`config.mk`:
```
export PLATFORM = sky130hd
export DESIGN_NAME = game_controller
export DESIGN_NICKNAME = d
export VERILOG_FILES = /design/src/rtl/game_pkg.sv /design/src/rtl/game_controller_jump_physics.sv /design/src/rtl/game_controller.sv
export SDC_FILE = /design/constraint.sdc
export NUM_CORES = 1
export LEC_CHECK = 0
export ABC_AREA = 0
export CELL_PAD_IN_SITES_DETAIL_PLACEMENT = 0
export CELL_PAD_IN_SITES_GLOBAL_PLACEMENT = 2
export CORE_MARGIN = 2
export CORE_UTILIZATION = 35
export CTS_CLUSTER_DIAMETER = 60
export DETAILED_ROUTE_END_ITERATION = 8
export MAX_ROUTING_LAYER = met4
export PLACE_DENSITY_LB_ADDON = 0.1
export REMOVE_ABC_BUFFERS = 1
export SETUP_SLACK_MARGIN = 0.15
export SYNTH_ARGS = -nofsm -noshare
export SYNTH_HDL_FRONTEND = slang
export SYNTH_SLANG_ARGS = --single-unit
```
`constraint.sdc`:
```
create_clock -name clk -period 7.1 [get_ports clk]
set_input_delay 1.42 -clock clk [delete_from_list [all_inputs] [get_ports clk]]
set_output_delay 1.42 -clock clk [all_outputs]
set_load 0.03 [all_outputs]
```
`src/rtl/game_pkg.sv`:
```
// Shared types and default constants for the goose game controller and renderer.
package game_pkg;

  // Top-level game state
  typedef enum logic [1:0] {
    IDLE = 2'd0,
    RUN  = 2'd1,
    DEAD = 2'd2
  } game_state_t;

  // Goose jump phase
  typedef enum logic [1:0] {
    GROUND = 2'd0,
    RISE   = 2'd1,
    FALL   = 2'd2
  } jump_phase_t;

  // Gameplay defaults
  localparam logic [6:0] DEF_JUMP_PEAK       = 7'd80;
  localparam logic [6:0] DEF_JUMP_STEP       = 7'd4;
  localparam logic [9:0] DEF_OBSTACLE_WRAP   = 10'd730;
  localparam logic [3:0] DEF_SPEED_INIT      = 4'd4;
  localparam logic [3:0] DEF_SPEED_MAX       = 4'd12;
  localparam logic [3:0] DEF_SPEED_UP_EVERY  = 4'd8;
  localparam logic [5:0] DEF_RESTART_HOLDOFF = 6'd30;

  // Geometry shared with the rendering datapath
  localparam logic [9:0] FLOOR_Y    = 10'd400;
  localparam logic [6:0] GOOSE_H    = 7'd32;
  localparam logic [6:0] OBSTACLE_H = 7'd40;

  // Saturating 8-bit increment used for the score
  function automatic logic [7:0] sat_inc8(input logic [7:0] v);
    return (v == 8'hFF) ? v : v + 8'd1;
  endfunction

endpackage

```
`src/rtl/game_controller_jump_physics.sv`:
```
// Goose jump physics: phase FSM, pending-jump request and height, stepped once per frame.
module jump_physics
  import game_pkg::*;
#(
  parameter logic [6:0] JUMP_PEAK = DEF_JUMP_PEAK,
  parameter logic [6:0] JUMP_STEP = DEF_JUMP_STEP
) (
  input  logic        clk,
  input  logic        sys_rst,
  input  logic        step_en,
  input  logic        btn_edge,
  input  logic        clear,
  output logic [6:0]  jump_pos,
  output jump_phase_t phase
);

  jump_phase_t phase_nx;
  logic [6:0]  pos_nx;
  logic        jump_req;
  logic        req_nx;
  logic        consume;

  // Next phase/height; a request is only consumed by a step taken from GROUND
  always_comb begin
    phase_nx = phase;
    pos_nx   = jump_pos;
    consume  = 1'b0;
    if (step_en) begin
      case (phase)
        GROUND: begin
          if (jump_req) begin
            phase_nx = RISE;
            pos_nx   = JUMP_STEP;
            consume  = 1'b1;
          end else begin
            pos_nx = 7'd0;
          end
        end
        RISE: begin
          if (jump_pos >= JUMP_PEAK - JUMP_STEP) begin
            pos_nx   = JUMP_PEAK;
            phase_nx = FALL;
          end else begin
            pos_nx = jump_pos + JUMP_STEP;
          end
        end
        FALL: begin
          if (jump_pos <= JUMP_STEP) begin
            pos_nx   = 7'd0;
            phase_nx = GROUND;
          end else begin
            pos_nx = jump_pos - JUMP_STEP;
          end
        end
        default: begin
          phase_nx = GROUND;
          pos_nx   = 7'd0;
        end
      endcase
    end else begin
      phase_nx = phase;
    end
    // A new edge wins over consumption so an edge on a step is kept for the next one
    req_nx = btn_edge | (jump_req & ~consume);
  end

  // Physics state register, cleared by reset or by a game restart
  always_ff @(posedge clk) begin
    if (sys_rst || clear) begin
      phase    <= GROUND;
      jump_pos <= 7'd0;
      jump_req <= 1'b0;
    end else begin
      phase    <= phase_nx;
      jump_pos <= pos_nx;
      jump_req <= req_nx;
    end
  end

endmodule

```
`src/rtl/game_controller.sv`:
```
// Per-frame goose game sequencer: state machine, obstacle scroll, speed ramp and score.
module game_controller
  import game_pkg::*;
#(
  parameter logic [6:0] JUMP_PEAK       = DEF_JUMP_PEAK,
  parameter logic [6:0] JUMP_STEP       = DEF_JUMP_STEP,
  parameter logic [9:0] OBSTACLE_WRAP   = DEF_OBSTACLE_WRAP,
  parameter logic [3:0] SPEED_INIT      = DEF_SPEED_INIT,
  parameter logic [3:0] SPEED_MAX       = DEF_SPEED_MAX,
  parameter logic [3:0] SPEED_UP_EVERY  = DEF_SPEED_UP_EVERY,
  parameter logic [5:0] RESTART_HOLDOFF = DEF_RESTART_HOLDOFF
) (
  input  logic       clk,
  input  logic       sys_rst,
  input  logic       frame_tick,
  input  logic       jump_btn,
  input  logic       collision,
  output logic       game_over,
  output logic [9:0] obstacle_pos,
  output logic [6:0] jump_pos,
  output logic [7:0] score
);

  game_state_t state, state_nx;
  jump_phase_t phase;
  logic        btn_prev, btn_edge, hit;
  logic        in_run, step_en, restart, wrap;
  logic [5:0]  holdoff;
  logic [3:0]  speed, pass_cnt;
  logic [10:0] sum;
  logic [6:0]  height;

  // Decode edges, frame events and the next top-level state
  always_comb begin
    btn_edge = jump_btn & ~btn_prev;
    in_run   = (state == RUN);
    step_en  = in_run & frame_tick & ~(hit | collision);
    restart  = (state == DEAD) & btn_edge & (holdoff == RESTART_HOLDOFF);
    sum      = {1'b0, obstacle_pos} + {7'd0, speed};
    wrap     = (sum >= {1'b0, OBSTACLE_WRAP});
    state_nx = state;
    case (state)
      IDLE: begin
        if (btn_edge) state_nx = RUN;
        else          state_nx = IDLE;
      end
      RUN: begin
        if (frame_tick && (hit || collision)) state_nx = DEAD;
        else                                  state_nx = RUN;
      end
      DEAD: begin
        if (restart) state_nx = RUN;
        else         state_nx = DEAD;
      end
      default: state_nx = IDLE;
    endcase
  end

  // State register, button history and the game-over flag
  always_ff @(posedge clk) begin
    if (sys_rst) begin
      state     <= IDLE;
      btn_prev  <= 1'b0;
      game_over <= 1'b0;
    end else begin
      state     <= state_nx;
      btn_prev  <= jump_btn;
      game_over <= (state_nx == DEAD);
    end
  end

  // Collision latch for the current frame; collision only matters while running
  always_ff @(posedge clk) begin
    if (sys_rst || restart || frame_tick) begin
      hit <= 1'b0;
    end else if (in_run && collision) begin
      hit <= 1'b1;
    end else begin
      hit <= hit;
    end
  end

  // Restart holdoff, counted in frames spent dead
  always_ff @(posedge clk) begin
    if (sys_rst || restart) begin
      holdoff <= 6'd0;
    end else if (state == DEAD && frame_tick && holdoff < RESTART_HOLDOFF) begin
      holdoff <= holdoff + 6'd1;
    end else begin
      holdoff <= holdoff;
    end
  end

  // Obstacle scroll, score and speed ramp, advanced once per surviving frame
  always_ff @(posedge clk) begin
    if (sys_rst || restart) begin
      obstacle_pos <= 10'd0;
      score        <= 8'd0;
      speed        <= SPEED_INIT;
      pass_cnt     <= 4'd0;
    end else if (step_en) begin
      if (wrap) begin
        obstacle_pos <= 10'd0;
        score        <= sat_inc8(score);
        if (pass_cnt + 4'd1 == SPEED_UP_EVERY) begin
          pass_cnt <= 4'd0;
          speed    <= (speed < SPEED_MAX) ? speed + 4'd1 : speed;
        end else begin
          pass_cnt <= pass_cnt + 4'd1;
        end
      end else begin
        obstacle_pos <= sum[9:0];
      end
    end else begin
      obstacle_pos <= obstacle_pos;
    end
  end

  jump_physics #(
    .JUMP_PEAK (JUMP_PEAK),
    .JUMP_STEP (JUMP_STEP)
  ) u_jump (
    .clk      (clk),
    .sys_rst  (sys_rst),
    .step_en  (step_en),
    .btn_edge (btn_edge & in_run),
    .clear    (restart),
    .jump_pos (height),
    .phase    (phase)
  );

  // The goose is drawn on the floor whenever the physics core reports GROUND
  always_comb begin
    if (phase == GROUND) jump_pos = 7'd0;
    else                 jump_pos = height;
  end

endmodule

```
==> impl_metrics.csv <==
group,metric,value,unit
status,outcome,"finished, final reports clean",
final_layout,antenna_cells,0,
global_routing,grt_max_degree,36,
die,die_h,89.7,um
die,die_area,8040,um^2
run,drv_cap,0,
logic_synthesis,synth.distinct_cells,53,
sta,slew_viol_final,0,
final_layout,layout-drive-gt1-share,6.09,%
die,initial_utilization,35.8,%
logic_synthesis,synth_ff_type,"dfxtp_1",
sta,setup_tns,0,ns
logic_synthesis,async_reset_ff_share,0,%
sta,setup-violations-final,0,
logic_synthesis,synth_common_cells,"45 x dfxtp_1, 45 x nor2_1, 31 x a21oi_1",
sta,layout_min_cycle_time,4.18,ns
logic_synthesis,synthAdderAreaFrac,7.12,%
clocking,clk_transition_reported_paths,0.09,ns
drt,drc,0,
power,power.switching,116,uW
worst_setup_path,cpMaxStageDelayCell,"a21oi_1",
worst_setup_path,r2r_slack,3.73,ns
sta,clock.fmax,240,MHz
clocking,clkSinkCount,45,
clocking,clk_latency,0.30,ns
placement,dp_cells,436,
logic_synthesis,netlist.area_leader.share,35.1,%
final_layout,final_util,41.8,%
placement,hpwl,3970,um
clocking,clockBufferDepth,2,
drt,wl,5790,um
worst_setup_path,crit_path_end_kind,"flip-flop",
sta,tightest_slew,0.901,ns
clocking,ctsHtreeMaxLevel,2,
clocking,tritoncts,"done",
die,coreArea,7180,um^2
die,rows,31,
drt,drt_iter0_drc,84,
min_path,hold_path_class,"flip-flop to flip-flop",
drt,first_pass_iters,4,
logic_synthesis,yosysWarnings,0,
placement,routabilityCongestion,0.763,
drt,num_vias,2282,
clocking,cts_inserted_buffers,5,
logic_synthesis,synthXorXnorAreaFrac,5.80,%
logic_synthesis,synth.mux.area_fraction,0.780,%
sta,fin_crit_sh,58.8,%
power,p_clk_share,36.7,%
placement,portBuffers,28,
worst_setup_path,r2r-start,"speed[0]",
worst_setup_path,path_cells,"clkdlybuf4s50_1, nor2_1, nand3_1, a21oi_1, nand3_1, or4_1, a21oi_1",
clocking,post_cts_buffers,0,
drt,wl_per_cell,13.0,um
worst_setup_path,worstReg2RegEnd,"score[5]",
worst_setup_path,worstRegToRegCells,11,
logic_synthesis,avgSynthCellArea,8.00,um^2
global_routing,grt_antenna_before_repair,0,
drt,routed.top_layer,"met4",
global_routing,grt-ovfl-total,0,
logic_synthesis,synth_top_family_by_area,"simple AND/OR/NAND/NOR gates",
power,power.density,150,nW/um^2
worst_setup_path,arrival,4.40,ns
final_layout,area_delta_synth_final,16.9,%
logic_synthesis,synth_edf_count,0,
logic_synthesis,synthCells,321,
global_routing,first_global_vias,2096,
clocking,hold_buffers,0,
power,power_frac_comb,5.8,%
final_layout,finalNonFillerCells,444,
sta,fin_skew,0.00410,ns
drt,vias_per_cell,5.14,
sta,slew_headroom,39.8,%
sta,worst_hold_slack,0.489,ns
worst_setup_path,crit_type,"input pin to flip-flop",
min_path,min_from,"obstacle_pos[0]",
power,swShare,25.7,%
drt,wl_met3,182,um
clocking,cts_root_buffer,"clkbuf_8",
drt,wl_met1,2900,um
sta,hold_viol,0,
global_routing,grt_pass1_wl,9670,um
die,die_w,89.7,um
min_path,hold_depth,2,
worst_setup_path,crit_required,7.33,ns
worst_setup_path,start_kind,"input pin",
die,ioPinCount,31,
worst_setup_path,cpPeakStageDelay,0.75,ns
global_routing,grt_use_total,15.8,%
drt,wl_met2,2590,um
power,worst_ir_drop_vdd,0.0000588,V
logic_synthesis,synth.cell_area,2570,um^2
logic_synthesis,synth-seq-cells,45,
logic_synthesis,synth.yosys.seq_area_share,35.1,%
logic_synthesis,synth_top_area_cell,"dfxtp_1",
final_layout,num-nets-final,363,
worst_setup_path,crit_path_max_fanout,21,
logic_synthesis,synth_area_leaders,"dfxtp_1 35%, nor2_1 6.6%, ha_1 6.3%, a21oi_1 6.0%, xor2_1 4.1%",
power,intPower,334,uW
sta,rsz0062_at_grt,"false",
logic_synthesis,synth_compound_area_share,20.1,%
clocking,cts_resized,0,
logic_synthesis,synthSimpleGateAreaFrac,27.0,%
power,seq_power_share,57.4,%
min_path,whs_endpoint,"obstacle_pos[0]",
power,p_leak,1.05,nW
drt,ant_nets,0,
==> power by group through the flow <==
stage	Clock [mW]	Sequential (mW)	Combinational [mW]
6_report	0.165	0.258	0.0262
5_1_grt	0.185	0.259	0.0297
4_1_cts	0.173	0.258	0.0265
3_5_place_dp	0	0.264	0.0264
3_3_place_gp	0	0.264	0.0266
2_1_floorplan	0	0.264	0.0164
==> sequential cells by signal, summed over array words and instances (netlist names) <==
name,cells
btn_prev,1
game_over,1
hit,1
holdoff,6
obstacle_pos,10
pass_cnt,4
score,8
speed,4
state,2
u_jump.jump_pos,5
u_jump.jump_req,1
u_jump.phase,2
==> metrics by stage <==
step	area, um^2	power (mW)	worst slack, ns
6_report	3000	0.449	2.92
3_3_place_gp	2910	0.291	2.74
4_1_cts	3000	0.458	2.97
3_5_place_dp	2910	0.290	2.65
2_1_floorplan	2510	0.281	3.76
5_1_grt	3000	0.473	2.65
==> logic make-up after synthesis <==
kind of cell    Yosys count
buf+inv                  23
xor+xnor                 17
compound gates           78
fa+ha+maj                14
flops                    45
mux                       2
other cells               1
simple gates            141
==> worst max path at each step <==
| stage | end | startpoint | cells after the start |
|---|---|---|---|
| 2_1_floorplan | score[4] | collision | 6 |
| 5_1_grt | score[5] | collision | 7 |
| 3_3_place_gp | score[5] | collision | 7 |
| 4_1_cts | score[5] | collision | 7 |
| 6_report | score[5] | collision | 7 |
| 3_5_place_dp | score[5] | collision | 7 |
==> worst max-delay path, delay by kind of cell <==
kind / cells / cell delay, ns
AO/OA/AOI/OAI: 2 / 0.89
buffers and inverters: 1 / 0.41
AND/OR/NAND/NOR: 4 / 1.66
==> area by class of cell <==
| type | instances | area [um^2] |
|---|---|---|
| clock buffers | 6 | 72.6 |
| clock inverters | 2 | 15.0 |
| multi-input cells | 254 | 1570 |
| flip-flops and latches | 45 | 901 |
| inverters | 10 | 37.5 |
| fillers | 753 | 4180 |
| well taps | 99 | 124 |
| repair buffers | 28 | 280 |
==> layer usage <==
| metal | vias up | GRT usage (%) |
|---|---|---|
| li1 | 1174 | - |
| met1 | 1046 | 20.6 |
| met2 | 52 | 24.1 |
| met3 | 10 | 3.56 |
| met4 | 0 | 5.70 |
| met5 | - | - |
==> layout by cell type (no fill, tap or decap), types with 10 or more instances in the layout <==
| master | instances |
|---|---|
| nand2_1 | 26 |
| xor2_1 | 12 |
| nor3_1 | 10 |
| dfxtp_1 | 45 |
| nor2b_1 | 10 |
| ha_1 | 13 |
| clkdlybuf4s50_1 | 28 |
| nand3_1 | 16 |
| a21oi_1 | 31 |
| nor2_1 | 45 |
| o21ai_0 | 19 |
Power figures use the tool's default switching activity.
